## config.mk

```make
export PLATFORM = sky130hd
export DESIGN_NAME = exc_detect
export DESIGN_NICKNAME = d
export VERILOG_FILES = /design/src/rtl/exc_detect.sv
export SDC_FILE = /design/constraint.sdc
export NUM_CORES = 1
export LEC_CHECK = 0
export ABC_AREA = 1
export CAP_MARGIN = 20
export CORE_AREA = 2 2 130 132
export DETAILED_ROUTE_END_ITERATION = 12
export DIE_AREA = 0 0 132 134
export PLACE_DENSITY = 0.69
export SYNTH_ARGS = -nofsm -noshare
export SYNTH_HDL_FRONTEND = slang
export SYNTH_SLANG_ARGS = --single-unit
```

## constraint.sdc

```tcl
create_clock -name clk -period 2.1 [get_ports clk]
set_input_delay 0.525 -clock clk [delete_from_list [all_inputs] [get_ports clk]]
set_output_delay 0.525 -clock clk [all_outputs]
set_load 0.005 [all_outputs]
```

## src/rtl/exc_detect.sv

```systemverilog
// exc_detect -- MEM-stage exception arbiter feeding the CP0 register file.
//
// Collects the MEM instruction's exception flags, pending hardware interrupts
// (cause IP bits) and the count/compare timer event, and picks one by priority:
// interrupt > syscall > invalid instruction > overflow > eret.
// The winner's code and PC go to CP0, and a flush plus redirect PC go to the
// pipeline in the same cycle. A small FSM holds the flush for FLUSH_CYCLES
// cycles and tracks whether we are inside a handler (EXL equivalent).
//
// Ports:
//   clk, rst             clock, synchronous active-high reset
//   mem_valid_i          real instruction in MEM (0 = bubble)
//   mem_exc_flags_i      bit8 syscall, bit9 invalid, bit11 overflow, bit12 eret
//   mem_pc_i             PC of the MEM instruction
//   cp0_cause_i/epc_i/count_i/compare_i   CP0 register values
//   wb_cp0_we_i/waddr_i/wdata_i           WB-stage CP0 write (forwarded)
//   excepttype_o         exception code to CP0 (0 = none)
//   current_pc_o         faulting PC to CP0
//   flush_o, new_pc_o    pipeline flush and redirect PC
//   timer_int_o          latched timer interrupt
//   in_handler_o         handler-level flag
module exc_detect #(
  parameter logic [31:0] EXC_VECTOR       = 32'h0000_0020,
  parameter int unsigned FLUSH_CYCLES     = 1,
  parameter logic [4:0]  CP0_COMPARE_ADDR = 5'd11,
  parameter logic [4:0]  CP0_CAUSE_ADDR   = 5'd13,
  parameter logic [4:0]  CP0_EPC_ADDR     = 5'd14
) (
  input  logic        clk,
  input  logic        rst,
  input  logic        mem_valid_i,
  input  logic [31:0] mem_exc_flags_i,
  input  logic [31:0] mem_pc_i,
  input  logic [31:0] cp0_cause_i,
  input  logic [31:0] cp0_epc_i,
  input  logic [31:0] cp0_count_i,
  input  logic [31:0] cp0_compare_i,
  input  logic        wb_cp0_we_i,
  input  logic [4:0]  wb_cp0_waddr_i,
  input  logic [31:0] wb_cp0_wdata_i,
  output logic [31:0] excepttype_o,
  output logic [31:0] current_pc_o,
  output logic        flush_o,
  output logic [31:0] new_pc_o,
  output logic        timer_int_o,
  output logic        in_handler_o
);

  localparam logic [31:0] CODE_INT     = 32'h1;
  localparam logic [31:0] CODE_SYSCALL = 32'h8;
  localparam logic [31:0] CODE_INVALID = 32'ha;
  localparam logic [31:0] CODE_OVF     = 32'hc;
  localparam logic [31:0] CODE_ERET    = 32'he;

  localparam logic [3:0] FLUSH_LOAD = 4'(FLUSH_CYCLES - 1);

  typedef enum logic {S_IDLE, S_FLUSH} state_t;

  state_t      state_q;
  logic [3:0]  cnt_q;
  logic [31:0] held_pc_q;
  logic        timer_q;
  logic        timer_d;
  logic        in_handler_q;

  logic [31:0] eff_cause;
  logic [31:0] eff_epc;
  logic [31:0] eff_compare;
  logic        cmp_write;
  logic        timer_set;
  logic        int_pending;
  logic [31:0] exc_code;
  logic        detect;
  logic        is_eret;
  logic [31:0] redirect_pc;

  // WB-stage CP0 writes land one cycle late, so forward them here.
  assign eff_cause   = (wb_cp0_we_i && wb_cp0_waddr_i == CP0_CAUSE_ADDR)   ? wb_cp0_wdata_i : cp0_cause_i;
  assign eff_epc     = (wb_cp0_we_i && wb_cp0_waddr_i == CP0_EPC_ADDR)     ? wb_cp0_wdata_i : cp0_epc_i;
  assign eff_compare = (wb_cp0_we_i && wb_cp0_waddr_i == CP0_COMPARE_ADDR) ? wb_cp0_wdata_i : cp0_compare_i;

  assign cmp_write   = wb_cp0_we_i && (wb_cp0_waddr_i == CP0_COMPARE_ADDR);
  assign timer_set   = (eff_compare != 32'h0) && (cp0_count_i == eff_compare);
  // A compare write acknowledges the timer and beats a coincident match.
  assign timer_d     = cmp_write ? 1'b0 : (timer_set ? 1'b1 : timer_q);

  assign int_pending = ((eff_cause[15:10] != 6'h0) || timer_q) && !in_handler_q;

  always_comb begin
    exc_code = 32'h0;
    if (state_q == S_IDLE && mem_valid_i) begin
      if (int_pending)              exc_code = CODE_INT;
      else if (mem_exc_flags_i[8])  exc_code = CODE_SYSCALL;
      else if (mem_exc_flags_i[9])  exc_code = CODE_INVALID;
      else if (mem_exc_flags_i[11]) exc_code = CODE_OVF;
      else if (mem_exc_flags_i[12]) exc_code = CODE_ERET;
    end
  end

  assign detect      = (exc_code != 32'h0);
  assign is_eret     = (exc_code == CODE_ERET);
  assign redirect_pc = is_eret ? eff_epc : EXC_VECTOR;

  always_comb begin
    current_pc_o = mem_pc_i;
    if (state_q == S_FLUSH) begin
      excepttype_o = 32'h0;
      flush_o      = 1'b1;
      new_pc_o     = held_pc_q;
    end else begin
      excepttype_o = exc_code;
      flush_o      = detect;
      new_pc_o     = detect ? redirect_pc : 32'h0;
    end
  end

  assign timer_int_o  = timer_q;
  assign in_handler_o = in_handler_q;

  always_ff @(posedge clk) begin
    if (rst) begin
      state_q      <= S_IDLE;
      cnt_q        <= 4'h0;
      held_pc_q    <= 32'h0;
      timer_q      <= 1'b0;
      in_handler_q <= 1'b0;
    end else begin
      timer_q <= timer_d;
      case (state_q)
        S_IDLE: begin
          if (detect) begin
            in_handler_q <= !is_eret;
            // The detect cycle is the first flush cycle; only longer flushes
            // need the FLUSH state.
            if (FLUSH_CYCLES > 1) begin
              state_q   <= S_FLUSH;
              cnt_q     <= FLUSH_LOAD;
              held_pc_q <= redirect_pc;
            end
          end
        end
        S_FLUSH: begin
          cnt_q <= cnt_q - 4'h1;
          if (cnt_q == 4'h1) state_q <= S_IDLE;
        end
        default: state_q <= S_IDLE;
      endcase
    end
  end

  // Flag and cause bits that carry no meaning for this block.
  logic unused_bits;
  assign unused_bits = ^{mem_exc_flags_i[31:13], mem_exc_flags_i[10], mem_exc_flags_i[7:0],
                         eff_cause[31:16], eff_cause[9:0]};

endmodule

```

After elaboration in Yosys (flattened, before gate mapping)
Index checks and enable logic that the tools add are counted.
{ "word_totals": {"ff_bits": 7, "inputBits": 233, "elab_cells": 42} }
{ "op_classes": {"addsub": 1, "n_eq_ne": 6, "mux": 15, "bitwise": 1, "n_reduce_logical": 15} }
{ "ops": {"columns": ["cell", "count"], "rows": [
  ["two-way mux 32 bit", 7],
  ["nonzero test 32 bit", 2],
  ["equality test 32 bit", 1],
  ["equality test 32 x 4 -> 1 bit, second input constant", 1],
  ["two-way mux 4 bit", 5],
  ["two-way mux 16 bit", 1],
  ["equality test 5 x 4 -> 1 bit, second input constant", 3],
  ["logical AND 1 bit", 6],
  ["nonzero test 6 bit", 1],
  ["equality test 4 x 1 -> 1 bit, second input constant", 1],
  ["OR reduction 2 bit", 2],
  ["subtractor 4 x 1 -> 4 bit, second input constant", 1],
  ["logical NOT 1 bit", 2],
  ["two-way mux 1 bit", 2],
  ["AND reduction 2 bit", 1],
  ["logical OR 1 bit", 1],
  ["inverter 1 bit", 1]
]} }

Logic depth before layout (Yosys ltp)
Gate-level depths: netlist of run 1.
{ "depth": {"ltp_word": 12, "depth_mapped": 15} }

Worst setup path after synthesis of run 1
No wires, ideal clock.
{ "synth_timing": {"kind": "input -> output", "start": "input wb_cp0_waddr_i[4]", "end": "output new_pc_o[13]", "arrival_ps": 1611, "t_required_ps": 1575, "setup_slack_ps": -36, "cell_stages": 7, "n_path_buf": 1, "cell_sequence": "inv_1 nand3_2 inv_1 nand4_1 clkbuf_1 or2_2 a21oi_1"} }
{ "synth_between": {"elab_chain_cells": 12, "elab_cells_between_ends": 16} }
{ "synth_rtl": {"columns": ["item", "line", "rtl"], "rows": [
  ["start, declared", "39", "input logic [4:0] wb_cp0_waddr_i,"],
  ["equality test 5 x 4 -> 1 bit", "78", "assign eff_cause = (wb_cp0_we_i && wb_cp0_waddr_i == CP0_CAUSE_ADDR) ? wb_cp0_wdata_i : cp0_cause_i;"],
  ["logical AND 1 bit", "78", null],
  ["two-way mux 16 bit", "78", null],
  ["nonzero test 6 bit", "87", "assign int_pending = ((eff_cause[15:10] != 6'h0) || timer_q) && !in_handler_q;"],
  ["logical OR 1 bit", "87", null],
  ["logical AND 1 bit", "87", null],
  ["two-way mux 4 bit", "92", "if (int_pending) exc_code = CODE_INT;"],
  ["two-way mux 32 bit", "91", "if (state_q == S_IDLE && mem_valid_i) begin"],
  ["equality test 32 x 4 -> 1 bit", "101", "assign is_eret = (exc_code == CODE_ERET);"],
  ["two-way mux 32 bit", "102", "assign redirect_pc = is_eret ? eff_epc : EXC_VECTOR;"],
  ["two-way mux 32 bit *", "113", "new_pc_o = detect ? redirect_pc : 32'h0;"],
  ["two-way mux 32 bit *", "106", "if (state_q == S_FLUSH) begin"],
  ["end, declared", "44", "output logic [31:0] new_pc_o,"]
]} }
Mark *: on every way between the ends. The rest lies on a longest branch, timed or not.

Worst setup path after layout of run 1
{ "layout_timing": {"start": "input wb_cp0_waddr_i[1]", "end": "output new_pc_o[27]"} }
The elaborated chain is that of the path after synthesis.

==> results of run 1 <==
through the flow:
step / worst slack, ps / total power [mW] / std cells
floorplan: -19.4 / 0.446 / 625
global placement: -1210 / 0.793 / 1031
detailed placement: -1220 / 0.798 / 1031
CTS: -433 / 1.20 / 1061
global route: -480 / 1.30 / 1060
finish: -410 / 1.21 / 1060
synthesized netlist by cell type, drive strengths merged:
master / n
ha: 2
a31oi: 1
clkbuf: 9
nand3: 48
nand2b: 5
nor4: 3
conb: 1
or2: 27
inv: 104
a311oi: 1
a21oi: 36
o31ai: 2
nor3: 4
o21ai: 6
dfxtp: 7
nand3b: 8
nand2: 232
nand4: 7
buf: 68
nor2: 27
power by group through the flow:
stage	Clock [mW]	Combinational [mW]	Sequential, mW
floorplan	0	0.308	0.138
global placement	0	0.655	0.138
detailed placement	0	0.660	0.138
CTS	0.333	0.730	0.136
global route	0.341	0.818	0.136
finish	0.333	0.745	0.136
repair_timing:
| action | 4_1_cts | 5_1_grt |
|---|---|---|
| hold endpoints to repair | 0 | 0 |
| endpoints found under the setup margin | 39 | 38 |
| buffers inserted | 24 | 0 |
| pin swaps | 38 | 17 |
| resized for setup | 316 | 16 |
| gates cloned | 7 | 0 |
path summary, 6_finish.rpt:
| kind | from | endpoint | slack [ps] | depth (start not counted) |
|---|---|---|---|---|
| setup reg to reg | state_q$_SDFF_PP0_ | in_handler_o$_SDFFE_PP0P_ | 690 | 8 |
| setup / recovery | wb_cp0_waddr_i[1] | new_pc_o[27] | -410 | 13 |
| hold reg to reg | cnt_q[3]$_SDFFE_PP0P_ | cnt_q[3]$_SDFFE_PP0P_ | 480 | 2 |
| hold / removal | cnt_q[3]$_SDFFE_PP0P_ | cnt_q[3]$_SDFFE_PP0P_ | 480 | 2 |
tightest hold or removal path, cell delays in order, from the launching register on:
cell and delay [ps]:
dfxtp_1 290, inv_1 80, a21oi_1 60
flip-flops by register name, summed over array words and instances (netlist names):
signal        flops
cnt_q             4
in_handler_o      1
state_q           1
timer_int_o       1
area by class of cell:
| type | count | area, sq um | area share |
|---|---|---|---|
| multi-input cells | 437 | 2310 | 0.389 |
| repair buffers | 288 | 2730 | 0.459 |
| clock buffers | 4 | 78.8 | 0.0133 |
| inverters | 104 | 405 | 0.0682 |
| flip-flops and latches | 7 | 140 | 0.0236 |
| well taps | 220 | 275 | 0.0463 |
per-layer routing:
layer | GRT usage | share of wire | up-vias
met4 | 0.0700 | 0.038 | 0
li1 | - | - | 2227
met3 | 0.0272 | 0.057 | 44
met2 | 0.334 | 0.51 | 177
met5 | 0 | 0 | -
met1 | 0.192 | 0.39 | 1896
logic make-up (layout without fill, tap and decap cells):
family          after synthesis  in the layout
flops                         7              7
fa+ha+maj                     2              2
compound gates               46             46
buf+inv                     181            396
simple gates                361            361
other cells                   1             28
==> impl_metrics.toml, run 1 <==
[sta]
rsz0062_at_grt = "true"
setup_viol = 38
final.setup.worst_slack_ps = -410
finClkSkew_ps = 1.80
post-route-min-period_ps = 2510
max_freq_mhz = 398
setup_tns_ps = -13990
min_period_over_period = 1.20
hold_viol_final = 0
holdWs_ps = 484
timing.final.max_slew_violations = 0

[synth]
synthTopCellsByArea = "nand2_1 (30%), buf_4 (17%), inv_1 (13%)"
synthDistinctLibCells = 24
synthAdderAreaFrac = 0.00859
synth_compound_area_frac = 0.0824
synth_top_family_by_area = "simple AND/OR/NAND/NOR gates"
synth_top_area_frac = 0.298
seq_area_frac_synth = 0.0481
avgSynthCellArea_sq_um = 4.87
yosys_warnings = 0
yosys-mux-area-fraction = 0
synth_xor_area_frac = 0
synth_simple_gate_area_frac = 0.541
netlist_instances = 598
synth-seq-cells = 7
syn_area_sq_um = 2910
synth_top_cell_by_area = "nand2_1"

[critical_path]
critPathTopFamily = "buffers and inverters"
crit_top_cell = "nand3_4"
critPathRequiredTime_ps = 1570
path_class = "in2out"
path_buf_inv = 6
crit_slowest_cell = "buf_4"
path_max_fanout = 7
max_stage_delay_ps = 200
end_kind = "output port"
cp_cell_sequence = "buf_6, inv_2, nand4_1, buf_4, nor2_4, o31ai_4, nand3_4, nand2_4, nand3_4, buf_12, buf_16, a21oi_2, buf_2"
start_kind = "primary input"
cp.arrival_ps = 1980

[route]
drtPass1Iterations = 4
routedWlPerCell_microns = 15.0
viasPerCell = 4.10
drc = 0
drtAntennaViolNets = 0
vias = 4344
drt_iter0_drc = 106
wl_mm = 15.9

[floorplan]
die_h_microns = 134
initial_utilization = 0.179
row_count = 47
fp.dieW_microns = 132
fp.coreArea_sq_um = 16300
io-pin-count = 332
die_area_sq_um = 17700

[clock_tree]
cts-root-buf = "clkbuf_16"
cts_sinks = 7
cts_tree = "yes"
clk_transition_reported_paths_ps = 40
clk_latency_ps = 230
cts-buffers-inserted = 3
cts.path.max_buffers = 2
cts_hold_buffers = 0
h-tree-depth = 1

[global_route]
grt_pass1_vias = 4491
grt.total_usage = 0.175
antenna_found_initial = 0
overflow = 0
grt_start_max_net_pins = 26
grt_pass1_wl_mm = 23.7

[finish]
area_delta_synth_final_pct = 104
final_cell_mix = "nand2_1 (209), clkdlybuf4s50_1 (125), inv_1 (95), buf_4 (70), buf_2 (44)"
final_common_cell = "nand2_1"
antenna_cells = 0
drive_above_1_share = 0.318
final_util = 0.365
fill_cells = 1759
fin_area_sq_um = 5950
final_nets = 1076

[run_status]
violations = "negative setup slack"
outcome = "complete, but fails checks"

[power]
clockPowerShare = 0.274
power_leakage_nw = 3.10
pwr-share-seq = 0.112
p_switching_mw = 0.395
power.density_nw_per_um2 = 204
pwr-share-comb = 0.614
power.internal_mw = 0.819
p_sw_frac = 0.325
ir_drop_v = 0.000330

[placed_design]
portBuffers = 185
dp_hpwl_mm = 11.3
dpl_cell_area_sq_um = 5340
gp_congestion = 0.781

[flow_run]
drv_cap = 0

[min_path]
hp-class = "reg2reg"
(Power assumes the default switching activity.)
==> run 2, diff against run 1 <==
--- a/config.mk
+++ b/config.mk
@@ -6,6 +6,7 @@
 export NUM_CORES = 1
 export LEC_CHECK = 0
 export ABC_AREA = 1
+export ABC_CLOCK_PERIOD_IN_PS = 2100
 export CAP_MARGIN = 20
 export CORE_AREA = 2 2 130 132
 export DETAILED_ROUTE_END_ITERATION = 12
==> results of run 2 <==
No change in the layout: final DEF, timing and power equal those of run 1.
==> run 3, diff against run 2 <==
--- a/config.mk
+++ b/config.mk
@@ -6,11 +6,11 @@
 export NUM_CORES = 1
 export LEC_CHECK = 0
 export ABC_AREA = 1
-export ABC_CLOCK_PERIOD_IN_PS = 2100
 export CAP_MARGIN = 20
 export CORE_AREA = 2 2 130 132
 export DETAILED_ROUTE_END_ITERATION = 12
 export DIE_AREA = 0 0 132 134
+export GPL_TIMING_DRIVEN = 0
 export PLACE_DENSITY = 0.69
 export SYNTH_ARGS = -nofsm -noshare
 export SYNTH_HDL_FRONTEND = slang
==> impl_metrics.toml, run 3 (synthesized netlist as in run 1, its figures left out) <==
[placed_design]
dp_hpwl_mm = 12.6
gp_congestion = 0.780
portBuffers = 217
place_ws_ps = -1810

[sta]
timing.final.max_slew_violations = 0
max_freq_mhz = 378
hold_viol_final = 0
rsz0062_at_grt = "true"
min_period_over_period = 1.26
post-route-min-period_ps = 2640
finClkSkew_ps = 0.707
setup_viol = 37
setup_tns_ps = -15500
final.setup.worst_slack_ps = -544

[finish]
largest_register = "cnt_q"
largest_reg_flops = 4
area_delta_synth_final_pct = 115
final_nets = 1120
final_common_cell = "nand2_1"
drive_above_1_share = 0.303
fill_cells = 1774
final_cell_mix = "nand2_1 (221), clkdlybuf4s50_1 (157), inv_1 (95), buf_4 (75)"

[critical_path]
critPathRequiredTime_ps = 1570
crit_slowest_cell = "or2_4"
path_class = "in2out"
path_buf_inv = 5
end_kind = "output port"
critPathTopFamily = "buffers and inverters"
cp.arrival_ps = 2120
cp_cell_sequence = "clkdlybuf4s15_1, or2_4, nor3_4, nand3_4, buf_12, clkbuf_16, buf_8, a21oi_2, buf_2"
start_kind = "primary input"
path_max_fanout = 5
max_stage_delay_ps = 320

[clock_tree]
clk_latency_ps = 230
cts.path.max_buffers = 2
cts_hold_buffers = 0
cts-buffers-inserted = 3
cts-root-buf = "clkbuf_16"
cts_sinks = 7
h-tree-depth = 1
cts_tree = "yes"
clk_transition_reported_paths_ps = 40

[floorplan]
fp.coreArea_sq_um = 16300
die_h_microns = 134
fp.dieW_microns = 132
die_area_sq_um = 17700
io-pin-count = 332
row_count = 47
initial_utilization = 0.179

[global_route]
grt_pass1_vias = 4444
overflow = 0
grt.total_usage = 0.169
antenna_found_initial = 1
grtUsageMet3 = 0.0401
grt_pass1_wl_mm = 23.1
busiest_layer = "met2"
grt.met2_usage = 0.330
grt_start_max_net_pins = 11
grt_use_met1 = 0.184

[power]
pwr-share-comb = 0.636
ir_drop_v = 0.000178
pwr-share-seq = 0.106
p_sw_frac = 0.310
power.density_nw_per_um2 = 204
p_switching_mw = 0.397
clockPowerShare = 0.258
power.internal_mw = 0.882
power_leakage_nw = 3.28

[route]
drt_iter0_drc = 117
routedWlPerCell_microns = 14.4
drc = 0
wl_mm = 15.9
vias = 4462
viasPerCell = 4.04
drtPass1Iterations = 4
drtAntennaViolNets = 0

[run_status]
violations = "negative setup slack"
outcome = "complete, but fails checks"

[flow_run]
drv_cap = 0

[min_path]
hp-class = "reg2reg"
-- run 3: changes by cell type in the layout (fill, tap and decap cells not counted), moves of 4 or more --
cell             previous run  this run
nand2_1                   209       221
a21oi_1                     7         3
buf_6                      19        27
buf_16                      7         0
clkdlybuf4s50_1           125       157
buf_4                      70        75
clkbuf_16                   3         8
a21oi_2                    27        31
clkbuf_8                    0         6
buf_12                     10         6
nand2_2                    20         6
-- run 3: path summary, 6_finish.rpt --
check | cells past startpoint | to | slack [ps] | from
worst min register to register | 2 | cnt_q[3]$_SDFFE_PP0P_ | 470 | cnt_q[3]$_SDFFE_PP0P_
worst max register to register | 9 | in_handler_o$_SDFFE_PP0P_ | 470 | state_q$_SDFF_PP0_
worst max-delay path | 9 | new_pc_o[26] | -540 | mem_exc_flags_i[8]
worst min-delay path | 2 | cnt_q[3]$_SDFFE_PP0P_ | 470 | cnt_q[3]$_SDFFE_PP0P_
-- run 3: repair_timing --
| item | in CTS | in global routing |
|---|---|---|
| pin swaps | 23 | 10 |
| resized for setup | 315 | 29 |
| gates cloned | 4 | 1 |
| endpoints found under the setup margin | 39 | 38 |
| setup buffers | 30 | 5 |
-- run 3: tightest hold or removal path, cell delays in order (launching register included) --
cell and delay (ps):
dfxtp_1 290, inv_1 70, a21oi_1 60
-- run 3: final cells by class --
cell class	instances	area [sq um]	share of cell area
timing repair buffer	256	2410	0.385
multi-input combinational	437	2260	0.361
buffer	76	697	0.111
inverter	104	398	0.0634
tap	220	275	0.0439
sequential	7	140	0.0223
clock buffer	4	78.8	0.0126
antenna	1	2.50	0.000399
-- run 3: power by group through the flow --
stage	Clock (mW)	Combinational (mW)	Sequential (mW)
finish	0.329	0.814	0.136
global route	0.345	0.888	0.136
global placement	0	0.737	0.138
CTS	0.336	0.792	0.136
floorplan	0	0.308	0.138
detailed placement	0	0.744	0.138
-- run 3: through the flow --
stage / instances / power, mW / hold WS (ps) / utilization / area, sq um
global route: 1105 / 1.37 / 510 / 0.385 / 6270
floorplan: 625 / 0.446 / 444 / - / 3090
global placement: 1062 / 0.875 / 461 / 0.340 / 5540
CTS: 1100 / 1.26 / 470 / 0.378 / 6160
finish: 1105 / 1.28 / 470 / 0.385 / 6270
detailed placement: 1062 / 0.882 / 464 / 0.340 / 5540
-- run 3: metal layers --
layer | wire [microns] | vias up | part of all wire
li1 | - | 2309 | -
met2 | 8170 | 190 | 0.52
met5 | 0 | - | 0
met4 | 227 | 0 | 0.014
met1 | 6150 | 1948 | 0.39
met3 | 1310 | 15 | 0.083
